==> config.mk <==
export PLATFORM = sky130hd
export DESIGN_NAME = noc_local_endpoint
export DESIGN_NICKNAME = d
export VERILOG_FILES = /design/src/rtl/noc_pkg.sv /design/src/rtl/noc_flit_fifo.sv /design/src/rtl/noc_local_endpoint.sv
export SDC_FILE = /design/constraint.sdc
export NUM_CORES = 1
export LEC_CHECK = 0
export ABC_AREA = 1
export CAP_MARGIN = 20
export CORE_MARGIN = 5
export CORE_UTILIZATION = 50
export CTS_CLUSTER_SIZE = 16
export DETAILED_ROUTE_END_ITERATION = 16
export DONT_BUFFER_PORTS = 1
export PLACE_DENSITY = 0.64
export SLEW_MARGIN = 20
export SYNTH_ARGS = -nofsm -noshare
export SYNTH_HDL_FRONTEND = slang
export SYNTH_SLANG_ARGS = --single-unit
==> constraint.sdc <==
create_clock -name clk -period 4.4 [get_ports clk]
set_input_delay 0.88 -clock clk [delete_from_list [all_inputs] [get_ports clk]]
set_output_delay 0.88 -clock clk [all_outputs]
set_load 0.02 [all_outputs]
==> src/rtl/noc_pkg.sv <==
// Shared flit format and error-bit indices
// for the tile-side NoC endpoint.
package noc_pkg;

  localparam int COORD_W = 4;
  localparam int FLIT_W  = 16;

  typedef struct packed {
    logic [7:0]         payload;
    logic [COORD_W-1:0] dst_x;
    logic [COORD_W-1:0] dst_y;
  } flit_t;

  localparam int ERR_RX_OVF   = 0;
  localparam int ERR_CRED_OVF = 1;
  localparam int ERR_MISROUTE = 2;

endpackage

==> src/rtl/noc_flit_fifo.sv <==
// First-word-fall-through flit FIFO with
// separate occupancy counter.
module noc_flit_fifo
  import noc_pkg::*;
#(
  parameter int DEPTH = 4,
  parameter int AW    = $clog2(DEPTH),
  parameter int CW    = $clog2(DEPTH + 1)
) (
  input  logic              clk,
  input  logic              rst_n,
  input  logic              push,
  input  logic [FLIT_W-1:0] din,
  input  logic              pop,
  output logic [FLIT_W-1:0] dout,
  output logic              full,
  output logic              empty,
  output logic [CW-1:0]     count
);

  logic [FLIT_W-1:0] mem [DEPTH];
  logic [AW-1:0]     wptr;
  logic [AW-1:0]     rptr;
  logic              do_pop;
  logic              do_push;

  assign empty   = (count == '0);
  assign full    = (count == CW'(DEPTH));
  assign do_pop  = pop & !empty;
  // A pop frees the slot in the same cycle
  assign do_push = push & (!full | do_pop);
  assign dout    = mem[rptr];

  always_ff @(posedge clk or negedge rst_n) begin
    if (!rst_n) begin
      wptr  <= '0;
      rptr  <= '0;
      count <= '0;
      for (int i = 0; i < DEPTH; i++)
        mem[i] <= '0;
    end else begin
      if (do_push) begin
        mem[wptr] <= din;
        wptr      <= wptr + AW'(1);
      end
      if (do_pop)
        rptr <= rptr + AW'(1);
      if (do_push && !do_pop)
        count <= count + CW'(1);
      else if (do_pop && !do_push)
        count <= count - CW'(1);
    end
  end

endmodule

==> src/rtl/noc_local_endpoint.sv <==
// Local-port network interface: credit-gated
// TX injection and FWFT RX buffer with credit return.
module noc_local_endpoint
  import noc_pkg::*;
#(
  parameter int XCOORD     = 0,
  parameter int YCOORD     = 0,
  parameter int TX_CREDITS = 4,
  parameter int RX_DEPTH   = 4,
  parameter int CW         = $clog2(TX_CREDITS + 1)
) (
  input  logic              clk,
  input  logic              rst,
  input  logic              tx_valid_i,
  output logic              tx_ready_o,
  input  logic [3:0]        tx_dst_x_i,
  input  logic [3:0]        tx_dst_y_i,
  input  logic [7:0]        tx_payload_i,
  output logic [15:0]       net_data_o,
  output logic              net_enable_o,
  input  logic              net_credit_i,
  input  logic [15:0]       net_data_i,
  input  logic              net_enable_i,
  output logic              net_credit_o,
  output logic              rx_valid_o,
  input  logic              rx_ready_i,
  output logic [7:0]        rx_payload_o,
  output logic [CW-1:0]     credit_cnt_o,
  output logic [2:0]        err_o
);

  localparam logic [CW-1:0] CMAX = CW'(TX_CREDITS);
  localparam int RCW = $clog2(RX_DEPTH + 1);

  logic [CW-1:0] cnt;
  logic [CW-1:0] cnt_nxt;
  logic          send;
  logic          cred_ovf;
  flit_t         tx_flit;
  flit_t         rx_in;
  flit_t         rx_head;
  logic          rx_full;
  logic          rx_empty;
  logic [RCW-1:0] rx_count;
  logic          rx_pop;
  logic          rx_ovf;
  logic          misroute;

  assign tx_ready_o   = (cnt != '0);
  assign credit_cnt_o = cnt;
  assign send         = tx_valid_i & tx_ready_o;

  assign tx_flit.payload = tx_payload_i;
  assign tx_flit.dst_x   = tx_dst_x_i;
  assign tx_flit.dst_y   = tx_dst_y_i;

  always_comb begin
    cnt_nxt  = cnt;
    cred_ovf = 1'b0;
    unique case (1'b1)
      send & !net_credit_i:
        cnt_nxt = cnt - CW'(1);
      !send & net_credit_i:
        if (cnt == CMAX) cred_ovf = 1'b1;
        else             cnt_nxt  = cnt + CW'(1);
      default: ;
    endcase
  end

  assign rx_in    = flit_t'(net_data_i);
  assign rx_valid_o = (rx_count != '0);
  assign rx_pop   = rx_valid_o & rx_ready_i;
  assign rx_ovf   = net_enable_i & rx_full & !rx_pop;
  assign misroute = net_enable_i &
    ((rx_in.dst_x != COORD_W'(XCOORD)) |
     (rx_in.dst_y != COORD_W'(YCOORD)));
  assign rx_payload_o = rx_empty ? 8'h00 : rx_head.payload;

  noc_flit_fifo #(.DEPTH(RX_DEPTH)) u_rx_fifo (
    .clk   (clk),
    .rst_n (rst),
    .push  (net_enable_i),
    .din   (net_data_i),
    .pop   (rx_pop),
    .dout  (rx_head),
    .full  (rx_full),
    .empty (rx_empty),
    .count (rx_count)
  );

  always_ff @(posedge clk or negedge rst) begin
    if (!rst) begin
      cnt          <= CMAX;
      net_enable_o <= 1'b0;
      net_data_o   <= '0;
      net_credit_o <= 1'b0;
      err_o        <= '0;
    end else begin
      cnt          <= cnt_nxt;
      net_enable_o <= send;
      if (send)
        net_data_o <= tx_flit;
      net_credit_o <= rx_pop;
      if (rx_ovf)   err_o[ERR_RX_OVF]   <= 1'b1;
      if (cred_ovf) err_o[ERR_CRED_OVF] <= 1'b1;
      if (misroute) err_o[ERR_MISROUTE] <= 1'b1;
    end
  end

endmodule

## After elaboration in Yosys (flattened, before gate mapping)

Cells that the tools add are included.

- Register bits: 95
- Input port bits: 38
- Logic and storage cells: 70

- $add $sub $neg: 6
- $lt $le $gt $ge: 3
- Equality and inequality tests: 3
- Multiplexer cells: 13
- Bitwise operators: 13
- Reduce and logical (&&, ||, !) cells: 18

Operators with widths:

| cell | count |
|---|---|
| $bwmux W64 | 1 |
| $mux W16 | 3 |
| $bmux W16 S2 | 1 |
| $demux W16 S2 | 1 |
| $and A1 B1 Y1 | 9 |
| $mux W3 | 3 |
| $mux W8 | 1 |
| $reduce_bool A4 Y1 | 2 |
| $logic_not A1 Y1 | 7 |
| $add A3 B1 Y3 const B | 2 |
| $eq A3 B3 Y1 const B | 2 |
| $ge A3 B3 Y1 const B | 2 |
| $not A2 Y3 | 2 |
| $pmux W3 S2 | 1 |
| $reduce_bool A3 Y1 | 2 |
| $sub A3 B1 Y3 const B | 2 |
| $add A2 B1 Y2 const B | 2 |
| $reduce_bool A2 Y1 | 2 |
| $logic_and A1 B1 Y1 | 3 |
| $logic_not A3 Y1 | 1 |
| $lt A3 B1 Y1 const B | 1 |
| $mux W1 | 2 |
| $ne A2 B2 Y1 const B | 1 |
| $or A1 B1 Y1 | 2 |
| $reduce_and A2 Y1 | 1 |

## Longest topological paths before layout

Gate-level depths: netlist (run 1).

- Word-level depth: 9
- Mapped depth: 13
- Mapped depth without buffers: 12

## By module

Synthesis (run 1) repeated with hierarchy kept, for this count alone.

- Cell total of the unflattened synthesis: 552
- Area total of the unflattened synthesis: 4621.9 um2

Modules (own cells, without submodules):

| module | instances | cells each | area an instance (um2) | sequential area each (um2) |
|---|---|---|---|---|
| noc_flit_fifo | 1 | 425 | 3534.6 | 1776.7 |
| noc_local_endpoint | 1 | 127 | 1087.3 | 601.8 |

## Least setup slack after synthesis (run 1)

No wires, ideal clock.

- Kind: input to register
- Start point: input rx_ready_i
- End point: register u_rx_fifo.count[1]
- Setup time: 125 ps
- Data arrival time: 2267 ps
- Data required time: 4275 ps
- Slack: 2009 ps
- Cell stages on the path: 9
- Path buffers: 1
- Cell sequence: inv_1 -> nand3_2 -> nand2_4 -> buf_6 -> inv_1 -> ha_1 -> inv_1 -> fa_1 -> mux2_2

- Longest elaborated chain between the ends: 7
- Elaborated cells on any way between the ends: 10
- Classes of those cells: 1 x mux; 4 x bitwise; 5 x reduce/logical

Ends and longest elaborated chain:

| what | line | RTL |
|---|---|---|
| start: declaration | noc_local_endpoint.sv:26 | `input logic rx_ready_i,` |
| $and A1 B1 Y1 (*) | noc_local_endpoint.sv:72 | `assign rx_pop = rx_valid_o & rx_ready_i;` |
| $and A1 B1 Y1 (*) | noc_flit_fifo.sv:29 | `assign do_pop = pop & !empty;` |
| $or A1 B1 Y1 (*) | noc_flit_fifo.sv:31 | `assign do_push = push & (!full \| do_pop);` |
| $and A1 B1 Y1 (*) | noc_flit_fifo.sv:31 |  |
| net u_rx_fifo.do_push | noc_flit_fifo.sv:25 | `logic do_push;` |
| $logic_not A1 Y1 | noc_flit_fifo.sv:50 | `else if (do_pop && !do_push)` |
| $logic_and A1 B1 Y1 | noc_flit_fifo.sv:50 |  |
| $reduce_bool A2 Y1 (no line) | n/a |  |
| end signal: assignment | noc_flit_fifo.sv:49 | `count <= count + CW'(1);` |
| end signal: assignment | noc_flit_fifo.sv:51 | `count <= count - CW'(1);` |
| end: declaration | noc_flit_fifo.sv:18 | `output logic [CW-1:0] count` |

The timed path passes the listed nets; every way through them passes the cells marked *.
A chain may end at the register's enable or synchronous reset.

## Worst setup path in the final report (run 1)

- Start point: register u_rx_fifo.rptr[0]
- End point: output rx_payload_o[5]

- Longest elaborated chain between the ends: 5

Ends and longest elaborated chain:

| what | line | RTL |
|---|---|---|
| start: declaration | noc_flit_fifo.sv:23 | `logic [AW-1:0] rptr;` |
| start signal: assignment | noc_flit_fifo.sv:47 | `rptr <= rptr + AW'(1);` |
| $not A2 Y3 (implied by the code) | noc_flit_fifo.sv:32 | `assign dout = mem[rptr];` |
| $bmux W16 S2 | noc_flit_fifo.sv:32 |  |
| $mux W16 (implied by the code) (2 in series) | noc_flit_fifo.sv:32 |  |
| $mux W8 | noc_local_endpoint.sv:77 | `assign rx_payload_o = rx_empty ? 8'h00 : rx_head.payload;` |
| end: declaration | noc_local_endpoint.sv:27 | `output logic [7:0] rx_payload_o,` |

No other way between the ends. The select of a mux whose other input is x is not followed.

==> reports/metrics.cfg, run 1 <==
[finish]
fin_nets = 374
nFillCells = 519
area_delta_synth_final_pct = 6.062
fin_util = 0.5538
antenna_cells = 0
drive_gt1_frac = 0.08709

[route]
vias_per_cell = 5.202
routed_wirelength_mm = 6.241
antenna_left = 0
drc_errors = 0
vias = 2107
first_iter_violations = 95
wl_per_cell_um = 15.41
firstDrtPassIters = 4

[sta]
clock-skew-final_ps = 6.639
finalHoldViolations = 0
grt_setup_unrepaired = false
setup_viol = 0
tightest_slew_ps = 489.2
period_needed_ps = 2986
period_share = 0.6787
drv_slew = 0
setup_slack_ps = 1414
final.setup.tns_ps = 0
timing.slew.headroom = 0.6739
max_freq_ghz = 0.3348

[floorplanning]
rows = 27
core-area_um2 = 5574
initial_utilization = 0.5221
design.portCount = 72
die_h_um = 86.29
die_area_um2 = 7446
die_x_um = 86.29

[global_routing]
antenna_found_initial = 0
grt_max_degree = 64
track_usage = 0.1773
grt_pass1_wl_mm = 10.18
grt-ovfl-total = 0
grt_pass1_vias = 2000

[synthesis]
netlist.area_leader.share = 0.5331
ys_top_cells_by_count = nand2_1 (110), dfrtp_1 (62), o21ai_0 (41)
synth_area_um2 = 2910
synth_fp_nets = 374
synth_most_common_cell = nand2_1
yosys-top-cells-area = dfrtp_1 (53%), nand2_1 (14%), o21ai_0 (7.1%)
synth_flop_cell = dfrtp_1
syn_area_per_cell_um2 = 8.846
yosysWarnings = 0
syn_inst = 329
synth-seq-area-share = 0.5421
async_reset_ff_frac = 1.000
synth_edf_count = 0
synth_seq_cells = 63
yosys.area.top_type = dfrtp_1
netlist-cell-type-count = 30

[worst_setup_path]
r2r_slack_ps = 2180
cp-start-kind = flop
arrival_ps = 2110
r2r_cells = 8
path_class = reg -> out
cp_max_fo = 19
worstReg2RegEnd = u_rx_fifo.count[1]
worstPathRequired_ps = 3520
cp-end-kind = output port
regToRegStartpoint = u_rx_fifo.count[0]

[place]
gp_congestion = 0.8944
dp_slack_ps = 1788
io_buffers = 0
place_hpwl_mm = 4.383

[clock_network]
htreeDepth = 3
cts.clk_slew.worst_paths_ps = 70
cts_root_buf = clkbuf_8
cts_tree = built
clockBufferDepth = 2
postCtsSetupBuffers = 0
cts_sinks = 63
cts_hold_buffers = 0
post_cts_resized = 0
clk_latency_ps = 340
cts_buffers = 9

[power]
p_per_area_nw_per_um2 = 760.0
p_leak_nw = 1.493
vdd_drop_max_uv = 493.6

[flow_run]
timing.max_cap.violations = 0

[hold_path]
hp-class = in -> async

[outcome]
outcome = completed

layout by cell type, fill, tap and decap left out:
master      netlist  layout
clkinvlp_4        0       1
o21bai_1          2       2
nor2_4            3       3
xor2_2            1       1
nand3_2           1       1
clkinv_1          1       1
xor2_1            3       3
fa_1              2       2
o21ai_1           9       9
inv_1            33      33
clkbuf_1          1       1
dfstp_2           1       1
nand3_1           4       4
mux2_2            1       1
o21ai_0          41      41
nor3_4            1       1
nor2_1            1       1
nor2_2            3       3
clkinv_2          0       3
nand2_4           1       1
a21o_1            1       1
nor4_1            2       2
inv_2             1       1
xnor2_1           2       2
dfrtp_1          62      62
nand2_1         110     110
clkbuf_8          0      10
ha_1              5       5
a21oi_1          25      25
nand2_2           2       2
area by class of cell:
class	instances	area (µm²)	share of cell area
inverter	35	131.4	0.04256
tap	72	90.09	0.02919
multi-input combinational	220	1124	0.3640
sequential	63	1578	0.5111
clock buffer	11	141.4	0.04580
clock inverter	4	22.52	0.007296
kinds of logic after synthesis:
| group | synth area share |
|---|---|
| compound gates | 0.1367 |
| xor+xnor | 0.02064 |
| fa+ha+maj | 0.03525 |
| buf+inv | 0.07179 |
| flops | 0.5421 |
| mux | 0.003869 |
| simple gates | 0.1896 |
metrics by stage:
stage                     cells  hold WS [ps]  power (mW)  cell area, µm²
after floorplan             329         441.7       1.762            2910
after global placement      390         463.2       1.903            2923
after detailed placement    390         472.1       1.931            2923
after CTS                   405         214.3       2.372            3087
after global routing        405         207.2       2.550            3087
final                       405         233.3       2.346            3087
flip-flops by register name, indices dropped and copies added (netlist names):
register         count
net_enable_o         1
err_o                3
u_rx_fifo.wptr       2
net_data_o          16
u_rx_fifo.rptr       2
net_credit_o         1
u_rx_fifo.mem       32
u_rx_fifo.count      3
credit_cnt_o         3
worst max path at each step:
stage	slack (ps)	cells past startpoint	end	start
detailed placement	1790	4	rx_payload_o[5]	u_rx_fifo.rptr[0]
global placement	1870	4	rx_payload_o[7]	u_rx_fifo.rptr[0]
CTS	1410	4	rx_payload_o[5]	u_rx_fifo.rptr[0]
global route	1220	4	rx_payload_o[1]	u_rx_fifo.rptr[0]
finish	1410	4	rx_payload_o[5]	u_rx_fifo.rptr[0]
floorplan	2010	9	u_rx_fifo.count[1]	rx_ready_i
layer usage:
metal  vias to the layer above  GRT usage  share of wire
met5                         -          0              0
met3                        12    0.07319           0.10
met4                         0    0.06374          0.017
met2                        87     0.2670           0.44
met1                       968     0.2304           0.43
li1                       1040          -              -
critical path, stage by stage, from the launching register on:
cell and delay [ps]:
dfrtp_1 650, inv_1 360, a21oi_1 230, o21ai_0 130
a21oi_1 400
where the power goes:
group	total (mW)	switching (mW)	internal, mW
Clock	0.429	0.215	0.214
Combinational	0.817	0.559	0.259
Sequential	1.10	0.271	0.828
Total	2.35	1.05	1.30
No activity file was read; power rests on OpenSTA's default activity.
==> run 2: changes to the inputs <==
--- a/config.mk
+++ b/config.mk
@@ -5,7 +5,7 @@
 export SDC_FILE = /design/constraint.sdc
 export NUM_CORES = 1
 export LEC_CHECK = 0
-export ABC_AREA = 1
+export ABC_AREA = 0
 export CAP_MARGIN = 20
 export CORE_MARGIN = 5
 export CORE_UTILIZATION = 50
==> constraint.sdc (replaced) <==
create_clock -name clk -period 3.1 [get_ports clk]
set_input_delay 0.62 -clock clk [delete_from_list [all_inputs] [get_ports clk]]
set_output_delay 0.62 -clock clk [all_outputs]
set_load 0.02 [all_outputs]
==> run 2 against run 1 <==
Compared with the run above:
- worst hold slack got worse by 100 ps
- global-route usage fell by 1.1 points
- register-to-register slack got worse by 1600 ps
- sequential power grew 51%
- final cell count decreased by 31%
- design area is 1.1% higher
- setup slack worse by 880 ps
- wire length shrank 11%
- die area shrank 2.0%
- critical path depth increased by 3
- core utilization rose by 1.3 points
==> reports/metrics.cfg, run 2 <==
[global_routing]
grt-ovfl-total = 0  ; unchanged
grt_max_degree = 63  ; was 64
grt_pass1_vias = 1857  ; was 2000
grt_pass1_wl_mm = 9.328  ; was 10.18 mm
antenna_found_initial = 0  ; unchanged
track_usage = 0.1666  ; was 0.1773

[finish]
fin_nets = 247  ; was 374
largest_reg_flops = 32  ; unchanged
final_cell_mix = dfrtp_1 (62), mux2_2 (50), clkbuf_8 (10)  ; was nand2_1 (110), dfrtp_1 (62), o21ai_0 (41)
area_delta_synth_final_pct = 9.723  ; was 6.062%
finalInstanceArea_um2 = 3120  ; was 3087 µm²
regMostFlops = u_rx_fifo.mem  ; unchanged
antenna_cells = 0  ; unchanged
reg_top3 = u_rx_fifo.mem (32), net_data_o (16)  ; unchanged
layout_commonest_cell = dfrtp_1  ; was nand2_1
drive_gt1_frac = 0.4010  ; was 0.08709

[clock_network]
htreeDepth = 3  ; unchanged
postCtsSetupBuffers = 0  ; unchanged
post_cts_resized = 0  ; unchanged
cts.clk_slew.worst_paths_ps = 70  ; about the same
clockBufferDepth = 2  ; unchanged
cts_buffers = 9  ; unchanged
cts_root_buf = clkbuf_8  ; unchanged
clk_latency_ps = 320  ; was 340 ps
cts_sinks = 63  ; unchanged
cts_tree = built  ; unchanged
cts_hold_buffers = 1  ; was 0

[sta]
final.setup.tns_ps = 0  ; unchanged
period_needed_ps = 2569
max_freq_ghz = 0.3893
finalHoldViolations = 0  ; unchanged
tightest_slew_ps = 607.1  ; was 489.2 ps
grt_setup_unrepaired = false  ; unchanged
period_share = 0.8286
timing.slew.headroom = 0.5952  ; was 0.6739
setup_viol = 0  ; unchanged
clock-skew-final_ps = 7.613  ; was 6.639 ps
drv_slew = 0  ; unchanged

[worst_setup_path]
worstPathRequired_ps = 3350  ; was 3520 ps
path_class = reg -> reg  ; was reg -> out
arrival_ps = 2820  ; was 2110 ps
cp-start-kind = flop  ; unchanged
cp-end-kind = flop  ; was output port
cp_max_fo = 18  ; was 19
r2r_slack_ps = 530  ; was 2180 ps

[synthesis]
yosysWarnings = 0  ; unchanged
synth_seq_cells = 63  ; unchanged
synth_most_common_cell = dfrtp_1  ; was nand2_1
synth_mux_area_frac = 0.2613  ; was 0.003869
synth_top_family_by_area = multiplexers  ; was simple AND/OR/NAND/NOR gates
synth_xor_area_frac = 0.02464  ; was 0.02064
synth_flop_cell = dfrtp_1  ; unchanged
netlist-cell-type-count = 30  ; unchanged
yosys.area.top_type = dfrtp_1  ; unchanged
synth-seq-area-share = 0.5548  ; was 0.5421
synth-adder-area-share = 0.03608  ; was 0.03525
synthSimpleGateAreaFrac = 0.07743  ; was 0.1896
yosys-top-cells-area = dfrtp_1 (55%), mux2_2 (20%), mux4_2 (6.3%)  ; was dfrtp_1 (53%), nand2_1 (14%), o21ai_0 (7.1%)
synth_fp_nets = 241  ; was 374
netlist.area_leader.share = 0.5455  ; was 0.5331
async_reset_ff_frac = 1.000  ; unchanged
syn_inst = 196  ; was 329
synth_area_um2 = 2844  ; was 2910 µm²
syn_area_per_cell_um2 = 14.51  ; was 8.846 µm²
synth_edf_count = 0  ; unchanged
synth-compound-area-share = 0.02684  ; was 0.1367
ys_top_cells_by_count = dfrtp_1 (62), mux2_2 (50), nand2_1 (9)  ; was nand2_1 (110), dfrtp_1 (62), o21ai_0 (41)

[route]
routed_wirelength_mm = 5.559  ; was 6.241 mm
first_iter_violations = 56  ; was 95
antenna_left = 0  ; unchanged
vias = 1584  ; was 2107
firstDrtPassIters = 4  ; unchanged
vias_per_cell = 5.677  ; was 5.202
wl_per_cell_um = 19.92  ; was 15.41 µm
drc_errors = 0  ; unchanged

[hold_path]
hp-class = in -> async  ; unchanged

[power]
p_leak_nw = 1.302  ; was 1.493 nW
vdd_drop_max_uv = 516.2  ; was 493.6 µV
p_per_area_nw_per_um2 = 1141  ; was 760.0 nW/µm²

[place]
gp_congestion = 0.7323  ; was 0.8944
io_buffers = 0  ; unchanged
dpl-instance-area_um2 = 2903  ; was 2923 µm²
place_hpwl_mm = 3.898  ; was 4.383 mm

[floorplanning]
design.portCount = 72  ; unchanged
rows = 27  ; unchanged
initial_utilization = 0.5165  ; was 0.5221
die_h_um = 85.42  ; was 86.29 µm
core-area_um2 = 5507  ; was 5574 µm²
die_area_um2 = 7297  ; was 7446 µm²
die_x_um = 85.42  ; was 86.29 µm

[outcome]
outcome = completed  ; unchanged

[flow_run]
timing.max_cap.violations = 0  ; unchanged

==> run 2: power by group <==
group | switching, mW | internal [mW] | total (mW)
clock network | 0.294 | 0.390 | 0.684
registers | 0.457 | 1.20 | 1.66
logic | 0.560 | 0.660 | 1.22
==> run 2: final timing paths <==
check	depth (start not counted)	endpoint	start
min in group clk	1	err_o[2]	net_enable_i
worst max register to register	7	credit_cnt_o[2]	credit_cnt_o[0]
worst min register to register	1	u_rx_fifo.mem[25]	u_rx_fifo.mem[25]
worst min-delay path	0	credit_cnt_o[2]	rst
worst max-delay path	7	credit_cnt_o[2]	credit_cnt_o[0]
max in group asynchronous	1	net_data_o[4]	rst
==> run 2: layout make-up <==
| cell class | instances | area [µm²] |
|---|---|---|
| clock buffers | 12 | 145.1 |
| clock inverters | 4 | 45.04 |
| fillers | 430 | 2386 |
| inverters | 6 | 22.52 |
| multi-input cells | 121 | 1212 |
| flip-flops and latches | 63 | 1578 |
| well taps | 72 | 90.09 |
| repair buffers | 1 | 27.53 |
==> run 2: worst max-delay path, stage by stage (launching register included) <==
cell and delay [ps]:
dfrtp_1 550, or3_1 570, nand2_2 360, nand2_1 140, fa_1 430, nor2_1 160, a32oi_1 120, o211ai_1 170
==> run 2: stage by stage <==
stage	power (mW)	worst slack, ps	hold slack [ps]	instances	util
CTS	3.602	517.5	116.5	279	0.5667
detailed placement	2.898	531.9	326.4	262	0.5272
global placement	2.790	657.1	326.4	262	0.5272
floorplan	2.636	729.8	324.4	196	-
finish	3.561	531.4	131.8	279	0.5667
global route	3.788	343.1	105.8	279	0.5667
==> run 2: kinds of logic (layout without fill, tap and decap cells) <==
| logic type | count (synthesis) | after routing |
|---|---|---|
| multiplexers | 58 | 58 |
| AND/OR/NAND/NOR | 38 | 38 |
| adder cells (fa/ha/maj) | 7 | 7 |
| flip-flops | 63 | 63 |
| XOR/XNOR | 8 | 8 |
| buffers and inverters | 12 | 23 |
| AO/OA/AOI/OAI | 10 | 10 |
==> run 2: metal layers <==
layer	GRT usage	up-vias	routed length (µm)
li1	-	712	-
met1	0.1901	806	2271
met2	0.2874	60	2864
met3	0.05049	6	367
met4	0.07338	0	55
met5	0	-	0
